===== src/rtl/shift_add_multiplier_4bit.sv =====
`default_nettype none
// ============================================================================
// Module   : shift_add_multiplier_4bit
// Brief    : Sequential unsigned shift-and-add multiplier with start/busy/done
//            handshake, built on an add/subtract stage held in add mode.
// Revision : 1.0 - initial release
// ============================================================================
module shift_add_multiplier_4bit #(
   parameter int WIDTH = 4
) (
   input  logic                 clk,
   input  logic                 rst,
   input  logic                 start,
   input  logic [WIDTH-1:0]     multiplicand,
   input  logic [WIDTH-1:0]     multiplier,
   output logic                 busy,
   output logic                 done,
   output logic [2*WIDTH-1:0]   product
);

   localparam int CW = $clog2(WIDTH + 1);

   localparam logic [1:0] c_IDLE = 2'd0;
   localparam logic [1:0] c_CALC = 2'd1;
   localparam logic [1:0] c_DONE = 2'd2;

   localparam logic          c_K          = 1'b0;
   localparam logic [CW-1:0] c_COUNT_INIT = CW'(WIDTH);
   localparam logic [CW-1:0] c_COUNT_LAST = CW'(1);

   logic [1:0]       r_state;
   logic [1:0]       w_next_state;
   logic [WIDTH-1:0] r_a;
   logic [WIDTH-1:0] r_q;
   logic [WIDTH-1:0] r_m;
   logic [CW-1:0]    r_count;

   logic [WIDTH-1:0] w_b;
   logic [WIDTH:0]   w_sum;
   logic [WIDTH:0]   w_add;
   logic [WIDTH-1:0] w_a_next;
   logic [WIDTH-1:0] w_q_next;
   logic             w_last;

   // Add/subtract stage with K tied low; w_sum[WIDTH] is the carry-out C.
   assign w_b      = r_m ^ {WIDTH{c_K}};
   assign w_sum    = {1'b0, r_a} + {1'b0, w_b} + {{WIDTH{1'b0}}, c_K};
   assign w_add    = r_q[0] ? w_sum : {1'b0, r_a};
   assign w_a_next = w_add[WIDTH:1];
   assign w_q_next = {w_add[0], r_q[WIDTH-1:1]};
   assign w_last   = (r_count == c_COUNT_LAST);

   always_ff @(posedge clk) begin
      if (rst) begin
         r_state <= c_IDLE;
      end else begin
         r_state <= w_next_state;
      end
   end

   always_comb begin
      w_next_state = r_state;
      case (r_state)
         c_IDLE:  if (start) w_next_state = c_CALC;
         c_CALC:  if (w_last) w_next_state = c_DONE;
         c_DONE:  w_next_state = c_IDLE;
         default: w_next_state = c_IDLE;
      endcase
   end

   always_comb begin
      busy = (r_state == c_CALC);
      done = (r_state == c_DONE);
   end

   always_ff @(posedge clk) begin
      if (rst) begin
         r_a     <= '0;
         r_q     <= '0;
         r_m     <= '0;
         r_count <= '0;
         product <= '0;
      end else begin
         case (r_state)
            c_IDLE: begin
               if (start) begin
                  r_m     <= multiplicand;
                  r_q     <= multiplier;
                  r_a     <= '0;
                  r_count <= c_COUNT_INIT;
               end
            end
            c_CALC: begin
               r_a     <= w_a_next;
               r_q     <= w_q_next;
               r_count <= r_count - 1'b1;
               if (w_last) begin
                  product <= {w_a_next, w_q_next};
               end
            end
            default: ;
         endcase
      end
   end

endmodule
`default_nettype wire


===== config.mk =====
export PLATFORM = sky130hd
export DESIGN_NAME = shift_add_multiplier_4bit
export DESIGN_NICKNAME = d
export VERILOG_FILES = /design/src/rtl/shift_add_multiplier_4bit.sv
export SDC_FILE = /design/constraint.sdc
export NUM_CORES = 1
export LEC_CHECK = 0
export ABC_AREA = 1
export CAP_MARGIN = 20
export CORE_MARGIN = 10
export CORE_UTILIZATION = 50
export CTS_BUF_LIST = sky130_fd_sc_hd__clkbuf_4 sky130_fd_sc_hd__clkbuf_8 sky130_fd_sc_hd__clkbuf_16
export DETAILED_ROUTE_END_ITERATION = 8
export GPL_TIMING_DRIVEN = 1
export PLACE_DENSITY = 0.87
export SETUP_SLACK_MARGIN = 0.05
export SLEW_MARGIN = 5
export SYNTH_ARGS = -nofsm -noshare
export SYNTH_HDL_FRONTEND = slang
export SYNTH_SLANG_ARGS = --single-unit

===== constraint.sdc =====
create_clock -name clk -period 4.19 [get_ports clk]
set_clock_uncertainty 0.05 [all_clocks]
set_input_delay 0.419 -clock clk [delete_from_list [all_inputs] [get_ports clk]]
set_output_delay 0.419 -clock clk [all_outputs]
set_load 0.01 [all_outputs]

==> flow_results.org <==
** Pwr
- In this run the static leakage power is between 0.6 and 0.7 nW.
- Overall power consumption after layout is estimated at roughly 460 uW.
- Worst vdd rail ir drop :: between 0.0002 and 0.0003 V
- Power spread over the standard cell area amounts to 326 nW/um2.

** Global routing
- Antenna violations before repair :: 0
- Pin count of the biggest net entering global routing :: 16
- In the global route stage, overall resource usage came out at 12.1%.
- Global-route wire length before repair :: between 4000 and 5000 um
- The via count of the first global-routing pass is about 1,000.
- The total overflow left after global routing is 0.

** STA
- Rel. slew slack :: 69.1%
- Post-route setup slack :: about 2.1 ns
- Portion of the clock cycle consumed by the worst path in the final layout :: about half
- Setup repair after global routing left no endpoint under its margin.
- Final max-slew violation count :: 0
- Highest clock rate :: 477 MHz
- Least-Margin Pin Slew :: about 0.46 ns
- Setup total negative slack on the finished layout was measured at 0 ns.
- Setup violations remaining at the end of the flow were counted as 0.
- Subtracting the final worst setup slack from the clock period gives between 2 and 2.5 ns.
- Hold timing on the final database bottoms out at a slack of between 0.4 and 0.5 ns.
- The final number of hold-violating endpoints came to 0.

** Clocking
- Post-CTS timing repair inserted 0 buffers for setup.
- After clock tree synthesis, the clock-pin slew on the worst setup and hold paths is around 0.14 ns.
- TritonCTS created 3 clock buffers.
- Resize count post-CTS :: 0
- TritonCTS built the clock tree.
- For this design, the CTS-stage hold fixing added 0 buffers.
- Root Buffer Master :: sky130_fd_sc_hd__clkbuf_4
- Source-to-sink clock delay at the later pin of the worst-skew pair :: ~0.32 ns
- Counting along the longest clock path gives a buffer depth of 2.
- Number of sinks driven by the clock tree :: 25
- Max H-tree Level :: 1

** Job
- Max-cap viol count :: 0

** Floorplanning
- In this run the count of I/O pins placed on the die edge is 21.
- Die Footprint :: about 4600 um2
- The total area inside the core boundary comes to around 2200 um2.
- Standard-cell rows :: 17
- The die is 67.9 um wide.
- Starting density of the core :: a little over half
- From bottom edge to top edge, the die measures 67.9 um.

** Routing
- Across all layers, the routed design uses 1,038 vias.
- Post-route antenna net violation count :: 0
- The first detailed-routing pass ran for 6 iterations.
- DRT Wirelength :: approximately 2600 um
- Final routed wire length divided by cell count :: approximately 13 um
- Initial DRC count :: 35
- In the routed design, unresolved DRC markers number 2.
- Dividing the detail-routed via count by the number of cells gives 5.27.

** Synthesis
- Dominant cell type by area after synthesis :: sky130_fd_sc_hd__dfxtp_1
- Top area cells in the synthesized netlist :: sky130_fd_sc_hd__dfxtp_1, sky130_fd_sc_hd__nand2_1, sky130_fd_sc_hd__nor2_1, sky130_fd_sc_hd__ha_1, sky130_fd_sc_hd__a21oi_1
- In this run, synthesis produced a sequential element count of 25.
- Avg Cell Area, Syn :: between 7 and 8 um2
- The cell count after synthesis came out at 147.
- Sequential elements use a little over two fifths of the synthesized area.
- Yosys printed 0 warnings.
- Synth unique cells :: 22
- The synthesized netlist occupies a cell area of roughly 1100 um2.
- Fraction of synthesized cell area taken by the top area cell type :: 43.7%
- Mapped Nets :: about 170

** Worst setup path
- The critical path in this run is classified as reg -> out.
- Endpoint arrival time on the critical path :: ~1.6 ns
- Critical Path End Type :: output port
- In this run the critical register-to-register path is launched from r_a[0].
- STA puts the critical path data required time at 3.72 ns.
- STA classifies the critical path startpoint as a flop.
- Of all nets on the critical path, the largest fanout is 8.
- Tracing the worst setup path back leads to its startpoint at r_state[1].
- For the worst flop-to-flop path, the logic depth is 7.

** Cells and area
- Total non-filler cell area in the finished layout :: 1400 um2
- Final Net Count :: between 150 and 200
- Number of antenna cells inserted :: 0
- Util after Layout :: between 60% and 70%
- Synth-to-layout area growth :: 22.5%
- In the final layout, the share of cells above drive strength 1 is around 8.3%.
- Leading cell types in the layout, fill and taps excluded :: sky130_fd_sc_hd__nand2_1, sky130_fd_sc_hd__dfxtp_1, sky130_fd_sc_hd__nor2_1, sky130_fd_sc_hd__clkdlybuf4s50_1, sky130_fd_sc_hd__inv_1
- Commonest non-fill, non-tap cell in the layout :: sky130_fd_sc_hd__nand2_1
- Number of fillers in the final layout :: 173
- Final cell count without fillers :: a little under 200

** Placed design
- DP Wirelength :: just over 2000 um
- PortBufs :: 20
- Including well taps, the total number of placed cells is 193.
- At the end of routability-driven placement, the weighted congestion stood at approximately 0.86.
- Timing analysis after detailed placement gives a worst setup slack of around 2.3 ns.
- Total placed instance area :: 1370 um2

** Status
- Failing checks :: design-rule violations
- Outcome :: complete, but fails checks

** Hold path
- Number of cells traversed by the worst hold path :: 2
- Worst Min Path Start :: r_count[1]
- Hold Path Class :: reg -> reg
-- cell type report --
type                       instances  area (um2)  area share [%]
inverter                          16        60.1            4.28
tap                               28        35.0            2.50
sequential                        25         500            35.7
clock buffer                       3        22.5            1.61
multi-input combinational        104         577            41.1
timing repair buffer              20         200            14.3
clock inverter                     1        7.51           0.535
-- cell families after synthesis --
group,Yosys count,synth area share (%)
fa+ha+maj,7,8.31
compound gates,29,15.2
flops,25,43.7
simple gates,67,26.1
buf+inv,18,5.90
xor+xnor,1,0.765
-- layer usage --
layer | up-vias | wire (um) | track usage (%)
met4 | 0 | 41 | 5.53
met3 | 4 | 172 | 2.77
met1 | 475 | 1080 | 13.8
met5 | - | 0 | 0
li1 | 521 | - | -
met2 | 38 | 1300 | 21.1
-- power breakdown --
part | leakage, nW | switching (mW) | internal [mW]
registers | 0.204 | 0.0118 | 0.252
logic | 0.393 | 0.0472 | 0.0359
clock network | 0.0139 | 0.0736 | 0.0365
-- critical path, cell delays in order (launching register included) --
cell and delay [ns]:
sky130_fd_sc_hd__dfxtp_1 0.32, sky130_fd_sc_hd__inv_1 0.13, sky130_fd_sc_hd__nand2_4 0.13, sky130_fd_sc_hd__inv_2 0.16, sky130_fd_sc_hd__clkdlybuf4s50_1 0.56
-- path summary, 6_finish.rpt --
| kind | endpoint | slack (ns) |
|---|---|---|
| worst max-delay path | busy | 2.09 |
| worst min-delay path | r_count[1] | 0.43 |
| worst max register to register | r_a[1] | 2.53 |
| worst min register to register | r_count[1] | 0.43 |
-- synthesized netlist by cell type, drive strengths merged --
library cell / n
a211oi: 1
a21oi: 12
a221oi: 1
clkbuf: 2
dfxtp: 25
fa: 1
ha: 6
inv: 16
nand2: 34
nand3: 7
nor2: 24
o211ai: 1
o21a: 1
o21ai: 10
o221ai: 3
or2: 2
xnor2: 1
-- sequential cells by signal, summed over array words and instances (netlist names) --
signal and count:
r_count 3, r_m 4, r_a 4, r_state 2
product 8, r_q 4
Note: power is estimated with default switching activity, not from simulation.
